File: config.mk
export PLATFORM = sky130hd
export DESIGN_NAME = muldiv_seq
export DESIGN_NICKNAME = d
export VERILOG_FILES = /design/src/rtl/muldiv_seq.sv
export SDC_FILE = /design/constraint.sdc
export NUM_CORES = 1
export LEC_CHECK = 0
export CAP_MARGIN = 20
export CELL_PAD_IN_SITES_DETAIL_PLACEMENT = 0
export CELL_PAD_IN_SITES_GLOBAL_PLACEMENT = 1
export CORE_UTILIZATION = 34
export CTS_CLUSTER_SIZE = 20
export DETAILED_ROUTE_END_ITERATION = 7
export GPL_TIMING_DRIVEN = 0
export PLACE_DENSITY_LB_ADDON = 0.1
export SYNTH_ARGS = -nofsm -noshare
export SYNTH_HDL_FRONTEND = slang
export SYNTH_SLANG_ARGS = --single-unit
File: constraint.sdc
create_clock -name clk -period 3.86 [get_ports clk]
set_input_delay 0.386 -clock clk [delete_from_list [all_inputs] [get_ports clk]]
set_output_delay 0.386 -clock clk [all_outputs]
set_load 0.1 [all_outputs]
File: src/rtl/muldiv_seq.sv
// Multi-cycle unsigned 32x32 multiply / 32/32 divide sequencer that drives an external shared ALU.
// Optional signed support: define MULDIV_SIGNED_EN (adds req_signed and a one-cycle FIX state).
module muldiv_seq #(
  parameter int WIDTH = 32,
  parameter int CNT_W = 6
) (
  input  logic             clk,
  input  logic             rst,
  input  logic             req_valid,
  output logic             req_ready,
  input  logic             req_op,
`ifdef MULDIV_SIGNED_EN
  input  logic             req_signed,
`endif
  input  logic [WIDTH-1:0] req_a,
  input  logic [WIDTH-1:0] req_b,
  output logic             rsp_valid,
  input  logic             rsp_ready,
  output logic [WIDTH-1:0] rsp_hi,
  output logic [WIDTH-1:0] rsp_lo,
  output logic             rsp_dbz,
  output logic [WIDTH-1:0] alu_a,
  output logic [WIDTH-1:0] alu_b,
  output logic [2:0]       alu_op,
  input  logic [WIDTH-1:0] alu_z,
  output logic             busy
);

  typedef enum logic [1:0] {
    S_IDLE = 2'd0,
    S_RUN  = 2'd1,
    S_DONE = 2'd2
`ifdef MULDIV_SIGNED_EN
    , S_FIX = 2'd3
`endif
  } state_t;

  state_t             state_q, state_d;
  logic [CNT_W-1:0]   cnt_q, cnt_d;
  logic               op_q, op_d;
  logic [WIDTH-1:0]   hi_q, hi_d;
  logic [WIDTH-1:0]   lo_q, lo_d;
  logic [WIDTH-1:0]   m_q, m_d;
  logic               dbz_q, dbz_d;
  logic [WIDTH-1:0]   a_mag, b_mag;
  logic [WIDTH-1:0]   rs;
  logic               s, carry, borrow;
`ifdef MULDIV_SIGNED_EN
  logic               sgn_q, sgn_d;
  logic               neg_lo_q, neg_lo_d;
  logic               neg_hi_q, neg_hi_d;
  logic [2*WIDTH-1:0] prod_neg;
`endif

  assign s  = hi_q[WIDTH-1];
  assign rs = {hi_q[WIDTH-2:0], lo_q[WIDTH-1]};

  // Carry/borrow recovered from operand and result sign bits, since the ALU exports neither.
  assign carry  = (alu_a[WIDTH-1] & alu_b[WIDTH-1]) |
                  ((alu_a[WIDTH-1] | alu_b[WIDTH-1]) & ~alu_z[WIDTH-1]);
  assign borrow = (~alu_a[WIDTH-1] & alu_b[WIDTH-1]) |
                  (~(alu_a[WIDTH-1] ^ alu_b[WIDTH-1]) & alu_z[WIDTH-1]);

`ifdef MULDIV_SIGNED_EN
  assign a_mag    = (req_signed & req_a[WIDTH-1]) ? (~req_a + 1'b1) : req_a;
  assign b_mag    = (req_signed & req_b[WIDTH-1]) ? (~req_b + 1'b1) : req_b;
  assign prod_neg = ~{hi_q, lo_q} + 1'b1;
`else
  assign a_mag = req_a;
  assign b_mag = req_b;
`endif

  always_comb begin
    alu_a  = '0;
    alu_b  = '0;
    alu_op = 3'b010;
    if (state_q == S_RUN) begin
      if (op_q) begin
        alu_a  = rs;
        alu_b  = m_q;
        alu_op = 3'b110;
      end else begin
        alu_a = hi_q;
        alu_b = lo_q[0] ? m_q : '0;
      end
    end
  end

  always_comb begin
    state_d   = state_q;
    cnt_d     = cnt_q;
    op_d      = op_q;
    hi_d      = hi_q;
    lo_d      = lo_q;
    m_d       = m_q;
    dbz_d     = dbz_q;
    req_ready = 1'b0;
    rsp_valid = 1'b0;
`ifdef MULDIV_SIGNED_EN
    sgn_d     = sgn_q;
    neg_lo_d  = neg_lo_q;
    neg_hi_d  = neg_hi_q;
`endif
    unique case (state_q)
      S_IDLE: begin
        req_ready = 1'b1;
        if (req_valid) begin
          op_d  = req_op;
          cnt_d = '0;
          dbz_d = 1'b0;
          hi_d  = '0;
`ifdef MULDIV_SIGNED_EN
          sgn_d    = req_signed;
          neg_lo_d = req_signed & (req_a[WIDTH-1] ^ req_b[WIDTH-1]);
          neg_hi_d = req_op ? (req_signed & req_a[WIDTH-1]) : neg_lo_d;
`endif
          if (req_op && (req_b == '0)) begin
            hi_d    = req_a;
            lo_d    = '1;
            dbz_d   = 1'b1;
            state_d = S_DONE;
          end else begin
            lo_d    = req_op ? a_mag : b_mag;
            m_d     = req_op ? b_mag : a_mag;
            state_d = S_RUN;
          end
        end
      end
      S_RUN: begin
        if (op_q) begin
          if (s | ~borrow) begin
            hi_d = alu_z;
            lo_d = {lo_q[WIDTH-2:0], 1'b1};
          end else begin
            hi_d = rs;
            lo_d = {lo_q[WIDTH-2:0], 1'b0};
          end
        end else begin
          hi_d = {carry, alu_z[WIDTH-1:1]};
          lo_d = {alu_z[0], lo_q[WIDTH-1:1]};
        end
        if (cnt_q == CNT_W'(WIDTH-1)) begin
`ifdef MULDIV_SIGNED_EN
          state_d = sgn_q ? S_FIX : S_DONE;
`else
          state_d = S_DONE;
`endif
        end else begin
          cnt_d = cnt_q + 1'b1;
        end
      end
`ifdef MULDIV_SIGNED_EN
      S_FIX: begin
        if (op_q) begin
          if (neg_lo_q) lo_d = ~lo_q + 1'b1;
          if (neg_hi_q) hi_d = ~hi_q + 1'b1;
        end else if (neg_lo_q) begin
          {hi_d, lo_d} = prod_neg;
        end
        state_d = S_DONE;
      end
`endif
      S_DONE: begin
        rsp_valid = 1'b1;
        if (rsp_ready) state_d = S_IDLE;
      end
      default: state_d = S_IDLE;
    endcase
  end

  always_ff @(posedge clk or posedge rst) begin
    if (rst) begin
      state_q  <= S_IDLE;
      cnt_q    <= '0;
      op_q     <= 1'b0;
      hi_q     <= '0;
      lo_q     <= '0;
      m_q      <= '0;
      dbz_q    <= 1'b0;
`ifdef MULDIV_SIGNED_EN
      sgn_q    <= 1'b0;
      neg_lo_q <= 1'b0;
      neg_hi_q <= 1'b0;
`endif
    end else begin
      state_q  <= state_d;
      cnt_q    <= cnt_d;
      op_q     <= op_d;
      hi_q     <= hi_d;
      lo_q     <= lo_d;
      m_q      <= m_d;
      dbz_q    <= dbz_d;
`ifdef MULDIV_SIGNED_EN
      sgn_q    <= sgn_d;
      neg_lo_q <= neg_lo_d;
      neg_hi_q <= neg_hi_d;
`endif
    end
  end

  assign rsp_hi  = hi_q;
  assign rsp_lo  = lo_q;
  assign rsp_dbz = dbz_q;
  assign busy    = (state_q != S_IDLE);

endmodule

==> metrics.md, run 1 <==
| Metric | Value |
|---|---|
| Status | finished clean |
| Post-CTS sizing | 63 |
| Hold buffer count at cts | 0 |
| Per-cell routed wire length | 20.6 um |
| Remaining design rule violation count | 0 |
| Top flip-flop cell by instance count after synthesis | sky130_fd_sc_hd__dfrtp_1 |
| Pre-antenna DRT Iters | 4 |
| Area grow syn2layout | 41.0% |
| Main area contributors after synthesis | sky130_fd_sc_hd__dfrtp_1 (39%), sky130_fd_sc_hd__mux2i_1 (14%), sky130_fd_sc_hd__o21ai_0 (7.1%) |
| Setup skew after layout | about 12 ps |
| Final hold vios | 0 |
| Antenna Diode Count | 0 |
| Non-filler cells in the finished layout | 1,274 |
| Yosys top cell area share | 0.389 |
| Buffer levels on the longest clock path | 2 |
| Clock sinks | 106 |
| Max-Cap Viols | 0 |
| Total via count in the routed design | 6,734 |
| Pins Over Slew Limit | 0 |
| Clock tree from TritonCTS | yes |
| HPWL after DPL | 19.8 mm |
| Count of final setup violators | 0 |
| Maximum number of pins on one net before global-route repair | 87 |
| Worst Hold Class | in2async |
| Average cell area after synthesis | around 9.0 um2 |
| Pre-CTS setup slack | -107 ps |
| Share of cells above drive strength 1 | 0.116 |
| Post-detailed-route via-to-cell ratio | 5.29 |
| Share of synthesized registers carrying an async set or reset | 1.00 |
| Die Area | around 21,000 um2 |
| Portion of the clock cycle consumed by the worst path in the final layout | 0.964 |
| Count of boundary I/O pins | 236 |
| Minimum clock period | 3720 ps |
| Cell area after synthesis | slightly below 7000 um2 |
| Synthesis Warnings | 0 |
| Clock transition at the register clock pins on the worst setup and hold paths after CTS | 80 ps |
| Unrepaired setup endpoints after global routing | no |
| Floorplan core area | 19,500 um2 |
| Required time reported for the critical path endpoint | about 3500 ps |
| Post-CTS Setup Inserts | 0 |
| Final wirelength | about 26 mm |
| Cells after synthesis | 759 |
| First-pass GRT wire length | approximately 39 mm |
| Nature of the critical path startpoint | flip-flop |
| Die outline height | 144 um |
| Remaining global-route overflow | 0 |
| Clock latency on the worst-skew pair | approximately 360 ps |
| CTS buffer count | 9 |
| DRC violation total after the first TritonRoute iteration | 423 |
| Synth cell types | 38 |
| Utilization after layout | 0.492 |
| Total placed cells including tap cells | 1,258 |
| Top fanout value on the critical path | 10 |
| Fin Setup TNS | 0 ps |
| Tightest slew margin relative to the limit | 0.294 |
| Cell taking the most area after synthesis | sky130_fd_sc_hd__dfrtp_1 |
| Post-synth EDFFs | 0 |
| Root Buffer Master | sky130_fd_sc_hd__clkbuf_16 |
| Setup WS post-layout | 138 ps |
| Effective utilization at floorplan | 0.349 |
| Initial antenna violation count | 0 |
| Post-layout net count | 1,109 |
| IO Port Bufs | ~230 |
| Critical Path Sink Type | output port |
| Maximum clock frequency | between 0.2 and 0.3 GHz |
| Sequential share of the synthesized area | 0.389 |
| Synthesized Nets | between 800 and 900 |
| Clock H-tree levels | 3 |
| Die boundary width | 144 um |
| Final weighted congestion in routability-driven placement | 0.861 |
| Slew of the pin with the lowest slew margin | 1050 ps |
| Combined global-route utilization of all metal layers | 0.255 |
| Worst Path Arrival | 3340 ps |
| Number of fill cells in the layout | slightly below 2,000 |
| Standard-cell row count | 51 |
| Crit path kind | reg2out |
| #FFs+latches synth | 106 |
| Number of global-route vias before repair | 6,633 |
| Antenna violation net count after detailed routing | 0 |
## metrics by stage
step / hold WS, ps / cell area (um2)
floorplan: 465 / 6810
global placement: 462 / 9470
detailed placement: 474 / 9510
CTS: 332 / 9730
global route: 344 / 9600
finish: 325 / 9600
## state kept, by name, indices dropped and copies added, names as in the netlist
| signal | cells |
|---|---|
| cnt_q | 6 |
| m_q | 32 |
| op_q | 1 |
| rsp_dbz | 1 |
| rsp_hi | 32 |
| rsp_lo | 32 |
| state_q | 2 |
## layout by cell type (no fill, tap or decap), drive strengths merged, types with 18 or more instances in the layout
cell type and n:
nor2 41, clkbuf 93, dfrtp 106, a211o 32
o22ai 32, a21oi 35, clkdlybuf4s50 171, mux2i 95
dlygate4sd2 18, mux2 32, buf 22, nand2 76
o21ai 98, a31oi 31, and2 63
## cell usage after synthesis (2+ instances only)
library cell               instances
sky130_fd_sc_hd__nand3_1           5
sky130_fd_sc_hd__mux2i_1          95
sky130_fd_sc_hd__o21ba_2           2
sky130_fd_sc_hd__nor4_1            6
sky130_fd_sc_hd__nor2b_1           5
sky130_fd_sc_hd__nor3_1            3
sky130_fd_sc_hd__nand2b_1          3
sky130_fd_sc_hd__o21bai_1          2
sky130_fd_sc_hd__a21oi_1          35
sky130_fd_sc_hd__inv_1             5
sky130_fd_sc_hd__nand2_1          76
sky130_fd_sc_hd__dfrtp_1         106
sky130_fd_sc_hd__clkbuf_1         46
sky130_fd_sc_hd__a211o_1          32
sky130_fd_sc_hd__buf_6             3
sky130_fd_sc_hd__buf_2            10
sky130_fd_sc_hd__mux2_2           32
sky130_fd_sc_hd__ha_1              4
sky130_fd_sc_hd__xor2_1            2
sky130_fd_sc_hd__nand4_1           3
sky130_fd_sc_hd__and2_1           63
sky130_fd_sc_hd__buf_1             3
sky130_fd_sc_hd__nor2_1           41
sky130_fd_sc_hd__o22ai_1          32
sky130_fd_sc_hd__conb_1            2
sky130_fd_sc_hd__buf_4             5
sky130_fd_sc_hd__o21ai_0          97
sky130_fd_sc_hd__a31oi_1          31
## layout make-up
type / instances / area (um2) / area share
inverter: 5 / 23.8 / 0.00248
tap: 265 / 332 / 0.0345
timing repair buffer: 234 / 2160 / 0.225
multi-input combinational: 581 / 3830 / 0.399
buffer: 67 / 313 / 0.0326
clock inverter: 6 / 48.8 / 0.00508
clock buffer: 10 / 239 / 0.0249
sequential: 106 / 2650 / 0.276
## critical path, stage by stage, from the launching register on
cell and delay (ps):
sky130_fd_sc_hd__dfrtp_1 330, sky130_fd_sc_hd__clkbuf_1 340, sky130_fd_sc_hd__buf_2 350, sky130_fd_sc_hd__clkbuf_1 480
sky130_fd_sc_hd__buf_2 410, sky130_fd_sc_hd__mux2i_1 120, sky130_fd_sc_hd__nor2_1 90, sky130_fd_sc_hd__clkdlybuf4s15_1 830
## final timing paths
path / startpoint / cells after the start / to / slack (ps)
worst max-delay path: op_q / 7 / alu_a[30] / 140
worst min-delay path: rst / 2 / rsp_hi[2] / 320
worst max register to register: op_q / 13 / rsp_hi[23] / 240
worst min register to register: rsp_dbz / 1 / rsp_dbz / 490
max in group asynchronous: rst / 3 / m_q[31] / 2790
min in group clk: rsp_dbz / 1 / rsp_dbz / 490
## cells by family after synthesis
kind of cell | Yosys count | synth area share
XOR/XNOR | 3 | 0.00386
other | 2 | 0.00110
buffers and inverters | 72 | 0.0476
flip-flops | 106 | 0.389
AO/OA/AOI/OAI | 236 | 0.207
adder cells (fa/ha/maj) | 4 | 0.00735
multiplexers | 127 | 0.193
AND/OR/NAND/NOR | 209 | 0.152
## routing by layer
layer | wire length (um) | track usage
met4 | 503 | 0.0761
met1 | 11700 | 0.327
met5 | 0 | 0
met2 | 12400 | 0.422
met3 | 1680 | 0.0623
Power of run 1 is not shown: default switching activity piles up to over one toggle a cycle in this logic, so the estimate is an artifact.
==> run 2: changes to the inputs <==
--- a/config.mk
+++ b/config.mk
@@ -8,6 +8,7 @@
 export CAP_MARGIN = 20
 export CELL_PAD_IN_SITES_DETAIL_PLACEMENT = 0
 export CELL_PAD_IN_SITES_GLOBAL_PLACEMENT = 1
+export CORE_MARGIN = 2
 export CORE_UTILIZATION = 34
 export CTS_CLUSTER_SIZE = 20
 export DETAILED_ROUTE_END_ITERATION = 7
==> run 2 against run 1 <==
Non-clock buffer count is the same. Critical path depth is the same. Sequential cell count is the same. Die area grew 2.8%. Routed wire length grew 0.46%. Worst hold slack gained 35 ps. Fmax grew 0.32%. Critical path type unchanged. Final area grew 1.1%. Via count grew 0.43%.
==> metrics.md, run 2 (same netlist as run 1, synthesis figures left out) <==
| Metric | Value |
|---|---|
| Top fanout value on the critical path | 10 |
| Most common cell after layout, fill and taps aside | sky130_fd_sc_hd__clkdlybuf4s50_1 |
| Count of final setup violators | 0 |
| Standard-cell row count | 51 |
| Max-Cap Viols | 0 |
| Clock transition at the register clock pins on the worst setup and hold paths after CTS | 80 ps |
| Tightest slew margin relative to the limit | 0.281 |
| Total via count in the routed design | about 6,800 |
| Met2 usage in global routing | 0.403 |
| Count of boundary I/O pins | 236 |
| Portion of the clock cycle consumed by the worst path in the final layout | 0.961 |
| Sequential cell area | 2650 um2 |
| Combined global-route utilization of all metal layers | 0.245 |
| Post-CTS Setup Inserts | 0 |
| Crit path kind | reg2out |
| Nature of the critical path startpoint | flip-flop |
| Pins Over Slew Limit | 0 |
| Clock sinks | 106 |
| Maximum number of pins on one net before global-route repair | 81 |
| Unrepaired setup endpoints after global routing | yes |
| Worst Hold Class | in2async |
| Critical Path Sink Type | output port |
| Share of cells above drive strength 1 | 0.0853 |
| Number of fill cells in the layout | 1,991 |
| Number of global-route vias before repair | roughly 6,700 |
| Effective utilization at floorplan | 0.348 |
| Area occupied by multi-input gates | between 3000 and 4000 um2 |
| Fin Setup TNS | 0 ps |
| IO Port Bufs | 233 |
| Die outline height | roughly 150 um |
| Pre-antenna DRT Iters | 7 |
| Maximum clock frequency | 0.270 GHz |
| Setup skew after layout | 12.5 ps |
| Post-detailed-route via-to-cell ratio | 5.31 |
| Final-layout worst hold slack | around 360 ps |
| Antenna Diode Count | 0 |
| First-pass GRT wire length | about 40 mm |
| Final weighted congestion in routability-driven placement | 0.856 |
| Slew of the pin with the lowest slew margin | 1070 ps |
| Remaining global-route overflow | 0 |
| Area grow syn2layout | 42.5% |
| Per-cell routed wire length | 20.7 um |
| Reg2reg path depth | 13 |
| Buffer levels on the longest clock path | 2 |
| Worst Path Arrival | about 3300 ps |
| Required time reported for the critical path endpoint | ~3500 ps |
| DRC violation total after the first TritonRoute iteration | 464 |
| Met1 Track Usage GR | 0.330 |
| Minimum clock period | 3710 ps |
| Clock tree from TritonCTS | yes |
| Clock H-tree levels | 3 |
| Status | finished clean |
| Clock latency on the worst-skew pair | 360 ps |
| CTS buffer count | 9 |
| Most frequent cells in the layout | sky130_fd_sc_hd__clkdlybuf4s50_1 (171), sky130_fd_sc_hd__dfrtp_1 (106), sky130_fd_sc_hd__o21ai_0 (97), sky130_fd_sc_hd__mux2i_1 (95), sky130_fd_sc_hd__nand2_1 (76) |
| Final wirelength | 26.4 mm |
| Die Area | 21,200 um2 |
| Root Buffer Master | sky130_fd_sc_hd__clkbuf_16 |
| HPWL after DPL | between 20 and 25 mm |
| Floorplan core area | roughly 20,000 um2 |
| Remaining design rule violation count | 0 |
| Die boundary width | approximately 150 um |
| Final hold vios | 0 |
| Initial antenna violation count | 0 |
| Antenna violation net count after detailed routing | 0 |
| Layer carrying the most global-route usage | met2 |
| Met3 Track Usage GR | 0.0549 |
| Post-layout net count | 1,109 |
-- run 2: what timing repair did --
item	CTS	global route
setup endpoints to repair	59	48
resized for setup	59	36
hold buffers	0	0
-- run 2: per-layer routing --
layer | up-vias | wire length [um]
met5 | - | 0
met4 | 0 | 359
met3 | 19 | 1690
met2 | 205 | 12300
met1 | 3317 | 12000
li1 | 3222 | -
-- run 2: metrics by stage --
stage,utilization,cell area (um2),std cells,setup WS (ps)
after floorplan,-,6810,759,456
after global placement,0.484,9470,1257,-1360
after detailed placement,0.485,9510,1258,106
after CTS,0.496,9710,1273,24.1
after global routing,0.495,9700,1273,-20.3
final,0.495,9700,1273,150
-- run 2: path summary, 6_finish.rpt --
path / startpoint / endpoint / slack [ps]
worst min-delay path: rst / cnt_q[1] / 360
worst min register to register: rsp_dbz / rsp_dbz / 490
worst max-delay path: op_q / alu_a[16] / 150
max in group asynchronous: rst / rsp_lo[24] / 2770
min in group clk: rsp_dbz / rsp_dbz / 490
worst max register to register: op_q / rsp_hi[14] / 220
-- run 2: area by class of cell --
| class | count | share of cell area |
|---|---|---|
| buffer | 67 | 0.0322 |
| clock buffer | 12 | 0.0264 |
| clock inverter | 3 | 0.00245 |
| inverter | 5 | 0.00245 |
| multi-input combinational | 581 | 0.395 |
| sequential | 106 | 0.273 |
| tap | 265 | 0.0342 |
| timing repair buffer | 234 | 0.234 |
-- run 2: worst max-delay path, cell delays in order, from the launching register on --
cell and delay, ps:
sky130_fd_sc_hd__dfrtp_1 330, sky130_fd_sc_hd__clkbuf_1 350, sky130_fd_sc_hd__buf_2 350, sky130_fd_sc_hd__clkbuf_1 430, sky130_fd_sc_hd__buf_2 420, sky130_fd_sc_hd__mux2i_1 130, sky130_fd_sc_hd__nor2_1 90, sky130_fd_sc_hd__dlygate4sd2_1 860
Power of run 2 is left out for the same reason.
==> run 3: changes to the inputs <==
--- a/config.mk
+++ b/config.mk
@@ -8,7 +8,7 @@
 export CAP_MARGIN = 20
 export CELL_PAD_IN_SITES_DETAIL_PLACEMENT = 0
 export CELL_PAD_IN_SITES_GLOBAL_PLACEMENT = 1
-export CORE_MARGIN = 2
+export CORE_MARGIN = 1
 export CORE_UTILIZATION = 34
 export CTS_CLUSTER_SIZE = 20
 export DETAILED_ROUTE_END_ITERATION = 7
==> results of run 3 <==
The final DEF is identical to that of run 1; final timing and power are the same.
Power of run 3 is left out for the same reason.
==> variant 1: new RTL, config.mk and constraints of run 1 <==
Set the parameter `WIDTH` to 16 (it was 32).
--- a/src/rtl/muldiv_seq.sv
+++ b/src/rtl/muldiv_seq.sv
@@ -2,5 +2,5 @@
 // Optional signed support: define MULDIV_SIGNED_EN (adds req_signed and a one-cycle FIX state).
 module muldiv_seq #(
-  parameter int WIDTH = 32,
+  parameter int WIDTH = 16,
   parameter int CNT_W = 6
 ) (
Ports: changed (7 resized); port bits go from 236 to 124. No check against the original RTL was run, so the function may have changed too.
==> variant 1 against run 1 <==
- the run now ends with design-rule violations left
- worst hold slack improved by 0.12 ns
- final area decreased by 39%
- critical path depth decreased by 1
- setup slack improved by 0.13 ns
- wire length decreased by 50%
- critical endpoint is now alu_a[15]
- synthesized area decreased by 40%
- cell count decreased by 44%
- via count decreased by 46%
- sequential cell count decreased by 48
Power is not shown: default switching activity piles up to over one toggle a cycle in this logic, so the estimate is an artifact.
==> variant 1: results (changes against run 1) <==
via count of the first global-routing pass -> 3750 (was 6633)
number of H-tree branching levels -> 3 (unchanged)
initial antenna violation count -> 0 (unchanged)
Worst Path Arrival -> 3.20 ns (was 3.34 ns)
worst clock skew -> 0.00687 ns (was 0.0117 ns)
Filler cells -> 1102 (was 1967)
maximum fanout along the worst path -> 10 (unchanged)
clock root buffer -> sky130_fd_sc_hd__clkbuf_16 (unchanged)
overall routed net length -> 13100 microns (was 26300 microns)
violations in the final reports -> design-rule violations
Detailed Routing Iterations Pass 1 -> 6 (was 4)
type of the tightest min-delay check -> in -> async (unchanged)
most used flip-flop cell after synthesis -> sky130_fd_sc_hd__dfrtp_1 (unchanged)
number of setup buffers added after CTS -> 0 (unchanged)
ratio of cells with drive above 1 in the final layout -> 16.0% (was 11.6%)
Post-Place Cell Area -> 5510 sq um (was 9510 sq um)
detailed-route DRC error count -> 7 (was 0)
async set-or-reset flop fraction in the synthesized netlist -> 100% (unchanged)
main area contributors after synthesis -> sky130_fd_sc_hd__dfrtp_1, sky130_fd_sc_hd__mux2i_1, sky130_fd_sc_hd__mux2_2 (was sky130_fd_sc_hd__dfrtp_1, sky130_fd_sc_hd__mux2i_1, sky130_fd_sc_hd__o21ai_0)
Net count, final -> 621 (was 1109)
worst-case headroom to the max-slew limit -> 32.8% (was 29.4%)
Post-synth top cells -> sky130_fd_sc_hd__dfrtp_1, sky130_fd_sc_hd__mux2i_1, sky130_fd_sc_hd__mux2_2, sky130_fd_sc_hd__o21ai_0, sky130_fd_sc_hd__nand2b_1 (was sky130_fd_sc_hd__dfrtp_1, sky130_fd_sc_hd__o21ai_0, sky130_fd_sc_hd__mux2i_1, sky130_fd_sc_hd__nand2_1, sky130_fd_sc_hd__and2_1)
Max clock buf depth -> 2 (unchanged)
detailed-route via count -> 3664 (was 6734)
count of antenna diodes in the layout -> 0 (unchanged)
syn nets -> 489 (was 864)
number of DRC markers in iteration 0 -> 138 (was 423)
Synth warnings -> 0 (unchanged)
Placer Congestion -> 0.827 (was 0.861)
clock slew at reported path FFs -> 0.05 ns (was 0.08 ns)
Yosys cell types -> 42 (was 38)
status -> finished with violations (was finished, final reports clean)
I/O Buffers -> 120 (was 233)
maximum number of pins on one net before global-route repair -> 34 (was 87)
Tot GR Track Use -> 21.8% (was 25.5%)
HPWL reported at the end of detailed placement -> 10000 microns (was 19800 microns)
longest individual stage delay on the worst path -> 1.13 ns (was 0.83 ns)
global-route wire length before repair -> 20900 microns (was 38900 microns)
Setup Slack @ Placement -> 0.198 ns (was -0.107 ns)
CP max stage cell -> sky130_fd_sc_hd__clkdlybuf4s50_1 (was sky130_fd_sc_hd__clkdlybuf4s15_1)
insertion delay of the later-clocked pin in the worst-skew pair -> 0.33 ns (was 0.36 ns)
cts bufs inserted -> 9 (unchanged)
sequential-to-total area share from yosys stat -> 35.3% (was 38.9%)
## variant 1: cell types whose count changed in the layout (fill, tap and decap cells not counted), moves of 15 or more
cell and change:
sky130_fd_sc_hd__clkbuf_1 -22, sky130_fd_sc_hd__mux2i_1 -49, sky130_fd_sc_hd__o22ai_1 -16, sky130_fd_sc_hd__nand2_1 -52
sky130_fd_sc_hd__a31oi_1 -31, sky130_fd_sc_hd__o21ai_0 -61, sky130_fd_sc_hd__clkdlybuf4s50_1 -61, sky130_fd_sc_hd__a211o_1 -32
sky130_fd_sc_hd__and2_1 -47, sky130_fd_sc_hd__nand2b_1 +30, sky130_fd_sc_hd__nor2_1 -15, sky130_fd_sc_hd__a21oi_1 -18
sky130_fd_sc_hd__dfrtp_1 -48, sky130_fd_sc_hd__clkbuf_2 -43
## variant 1: worst paths after layout
path                                              from                      to  slack, ns  cells after the start
worst max-delay path            state_q[0]$_DFFE_PP0P_               alu_a[15]       0.27                      6
worst min-delay path                               rst  rsp_lo[12]$_DFFE_PP0P_       0.45                      2
worst max register to register  state_q[1]$_DFFE_PP0P_   rsp_hi[4]$_DFFE_PP0P_       0.36                     12
worst min register to register      m_q[5]$_DFFE_PP0P_      m_q[5]$_DFFE_PP0P_       0.50                      1
max in group asynchronous                          rst      m_q[2]$_DFFE_PP0P_       2.81                      3
min in group clk                    m_q[5]$_DFFE_PP0P_      m_q[5]$_DFFE_PP0P_       0.50                      1
## variant 1: timing repair
item                                    CTS  global route
resized for setup                        10             1
endpoints found under the setup margin   10             3
hold buffers                              0             0
pin swaps                                 0             0
gates cloned                              0             0
## variant 1: metal layers
layer	track usage, %	vias to the layer above	wire length, microns
li1	-	1806	-
met3	4.63	9	578
met1	29.1	1757	6110
met5	0	-	0
met2	36.0	92	6300
met4	5.05	0	83
## variant 1: cell type report
type,instances,area [sq um],share of cell area (%)
multi-input combinational,334,2460,42.2
sequential,58,1450,24.9
timing repair buffer,121,1210,20.7
clock buffer,10,229,3.93
tap,143,179,3.07
buffer,33,171,2.94
clock inverter,6,105,1.80
inverter,7,26.3,0.451
## variant 1: worst max-delay path, delay by kind of cell (launching register included)
kind,cells,cell delay (ns)
flops,1,0.46
simple gates,2,0.46
buf+inv,4,1.96
## variant 1: logic make-up after synthesis
kind of cell               count (synthesis)  share of synthesized area [%]
DFF                                       58                           35.3
muxes                                     94                           25.4
xor gates and xnor gates                   1                          0.213
and+or+nand+nor                          137                           18.5
buffers and inverters                     40                           4.81
AOI/OAI and AO/OA                         96                           14.4
adders and majority gates                  4                           1.22
other                                      2                          0.183
## variant 1: per-stage QoR
stage	utilization, %	cells
5_1_grt	50.2	712
6_report	50.2	712
2_1_floorplan	-	432
3_3_place_gp	47.2	695
4_1_cts	50.2	712
3_5_place_dp	47.4	696
==> variant 2: new RTL, config.mk and constraints of run 1 <==
Without the edit above. Re-encode `state_t` (3 states) as one-hot, 3 bits wide.
--- a/src/rtl/muldiv_seq.sv
+++ b/src/rtl/muldiv_seq.sv
@@ -27,8 +27,8 @@
 );
 
-  typedef enum logic [1:0] {
-    S_IDLE = 2'd0,
-    S_RUN  = 2'd1,
-    S_DONE = 2'd2
+  typedef enum logic [2:0] {
+    S_IDLE = 3'b001,
+    S_RUN  = 3'b010,
+    S_DONE = 3'b100
 `ifdef MULDIV_SIGNED_EN
     , S_FIX = 2'd3
Formal check against the unedited RTL: no difference found for any inputs over 4 cycles, from zero or initial values and one cycle with rst high; so few cycles prove little.
==> variant 2 against run 1 <==
- sequential cell count grew 1
- via count rose by 3.1%
- synthesized cell count up 4.5%
- register-to-register slack better by 0.11 ns
- final area grew 2.4%
- maximum frequency is 0.30% higher
- cell count up 2.7%
- synthesized area up 0.90%
- wire length is 0.74% higher
- setup slack better by 0.011 ns
==> variant 2: results (changes against run 1) <==
max layer used -> met4 (unchanged)
via count of the first global-routing pass -> 6606 (was 6633)
ratio of cells with drive above 1 in the final layout -> 8.44% (was 11.6%)
Post-synth top cells -> sky130_fd_sc_hd__nand2_1, sky130_fd_sc_hd__dfrtp_1, sky130_fd_sc_hd__mux2i_1, sky130_fd_sc_hd__o21ai_0, sky130_fd_sc_hd__clkbuf_1 (was sky130_fd_sc_hd__dfrtp_1, sky130_fd_sc_hd__o21ai_0, sky130_fd_sc_hd__mux2i_1, sky130_fd_sc_hd__nand2_1, sky130_fd_sc_hd__and2_1)
maximum number of pins on one net before global-route repair -> 56 (was 87)
actual transition at the worst max-transition pin -> 1.03 ns (was 1.05 ns)
reg2reg end -> rsp_lo[0]$_DFFE_PP0P_ (was rsp_hi[23]$_DFFE_PP0P_)
HPWL reported at the end of detailed placement -> 20500 microns (was 19800 microns)
Placer Congestion -> 0.870 (was 0.861)
worst clock skew -> 0.0104 ns (was 0.0117 ns)
number of DRC markers in iteration 0 -> 499 (was 423)
Max clock buf depth -> 2 (unchanged)
cts bufs inserted -> 9 (unchanged)
main area contributors after synthesis -> sky130_fd_sc_hd__dfrtp_1, sky130_fd_sc_hd__mux2i_1, sky130_fd_sc_hd__nand2_1 (was sky130_fd_sc_hd__dfrtp_1, sky130_fd_sc_hd__mux2i_1, sky130_fd_sc_hd__o21ai_0)
Placed Instances -> 1292 (was 1258)
dominant delay contributor by cell family on the critical path -> buffers and inverters (unchanged)
ratio of routed vias to standard cells -> 5.31 (was 5.29)
worst setup slack for register-to-register paths -> 0.35 ns (was 0.24 ns)
met3 Usage GRT -> 4.04% (was 6.23%)
initial antenna violation count -> 1 (was 0)
end point of the critical path -> alu_a[0] (was alu_a[30])
routed length on met3 -> 1330 microns (was 1680 microns)
Yosys cell types -> 46 (was 38)
global-route track usage on met1 -> 36.2% (was 32.7%)
most used flip-flop cell after synthesis -> sky130_fd_sc_hd__dfrtp_1 (unchanged)
Post-Synthesis Cells -> 793 (was 759)
Filler cells -> 1978 (was 1967)
worst setup path startpoint -> state_q[0]$_DFFE_PP1P_ (was op_q$_DFFE_PP0P_)
routed metal-1 wirelength -> 12300 microns (was 11700 microns)
Net count, final -> 1143 (was 1109)
met2 demand-to-capacity share in global routing -> 40.7% (was 42.2%)
syn nets -> 898 (was 864)
amount of wire on met2 after detailed routing -> 12300 microns (was 12400 microns)
status -> finished, final reports clean (unchanged)
global-route wire length before repair -> 39800 microns (was 38900 microns)
CP max stage cell -> sky130_fd_sc_hd__clkdlybuf4s50_1 (was sky130_fd_sc_hd__clkdlybuf4s15_1)
longest individual stage delay on the worst path -> 0.99 ns (was 0.83 ns)
Tot GR Track Use -> 25.9% (was 25.5%)
detailed-route via count -> 6945 (was 6734)
Wirelength per Cell -> 20.2 microns (was 20.6 microns)
sequential-to-total area share from yosys stat -> 39.0% (was 38.9%)
-- variant 2: changes by cell type in the layout (fill, tap and decap cells not counted), moves of 4 or more --
cell / run 1 / this run
sky130_fd_sc_hd__buf_1: 3 / 7
sky130_fd_sc_hd__a211o_1: 32 / 0
sky130_fd_sc_hd__and2_1: 63 / 32
sky130_fd_sc_hd__buf_2: 10 / 14
sky130_fd_sc_hd__clkbuf_2: 43 / 10
sky130_fd_sc_hd__nand2_1: 76 / 133
sky130_fd_sc_hd__nand3b_1: 0 / 30
sky130_fd_sc_hd__a21oi_1: 35 / 39
sky130_fd_sc_hd__dlymetal6s2s_1: 3 / 14
sky130_fd_sc_hd__dlygate4sd2_1: 18 / 37
-- variant 2: layout make-up --
type	count	area (sq um)	area share, %
multi-input cells	614	3890	39.6
flip-flops and latches	107	2680	27.2
repair buffers	234	2320	23.6
well taps	265	332	3.37
plain buffers	67	283	2.87
clock buffers	9	225	2.29
clock inverters	7	75.1	0.763
inverters	5	23.8	0.242
-- variant 2: worst min path at each step --
stage | slack, ns | start | endpoint
4_1_cts | 0.49 | rst | rsp_lo[8]$_DFFE_PP0P_
3_3_place_gp | 0.46 | rsp_dbz$_DFFE_PP0P_ | rsp_dbz$_DFFE_PP0P_
6_report | 0.46 | rst | rsp_lo[8]$_DFFE_PP0P_
3_5_place_dp | 0.47 | cnt_q[4]$_DFFE_PP0P_ | cnt_q[4]$_DFFE_PP0P_
5_1_grt | 0.52 | rst | rsp_lo[7]$_DFFE_PP0P_
2_1_floorplan | 0.44 | cnt_q[4]$_DFFE_PP0P_ | cnt_q[4]$_DFFE_PP0P_
-- variant 2: logic make-up after synthesis --
family | synth area share (%)
muxes | 19.4
DFF | 39.0
other | 0.109
adders and majority gates | 0.728
and+or+nand+nor | 18.8
AOI/OAI and AO/OA | 17.4
xor gates and xnor gates | 0.255
buffers and inverters | 4.33
-- variant 2: timing repair --
item | CTS | global route
setup buffers | 0 | 0
endpoints found under the setup margin | 48 | 65
gates resized for setup | 49 | 36
-- variant 2: power by group through the flow --
stage	Sequential, mW	Clock, mW	Combinational (mW)
final	2.10	0.983	5.91
after global placement	2.11	0	5.90
after floorplan	4.03	0	2.43
after global routing	2.18	1.03	6.22
after detailed placement	2.12	0	5.93
after CTS	2.10	0.998	5.91
-- variant 2: per-stage QoR --
step	area (sq um)	util, %	setup slack, ns	TNS (ns)	hold WS [ns]
2_1_floorplan	6870	-	0.472	0	0.444
4_1_cts	9810	49.9	0.0108	0	0.487
5_1_grt	9840	50.0	0.00398	0	0.519
3_3_place_gp	9540	48.5	-1.31	-137.78	0.461
6_report	9840	50.0	0.149	0	0.465
3_5_place_dp	9570	48.7	0.115	0	0.471
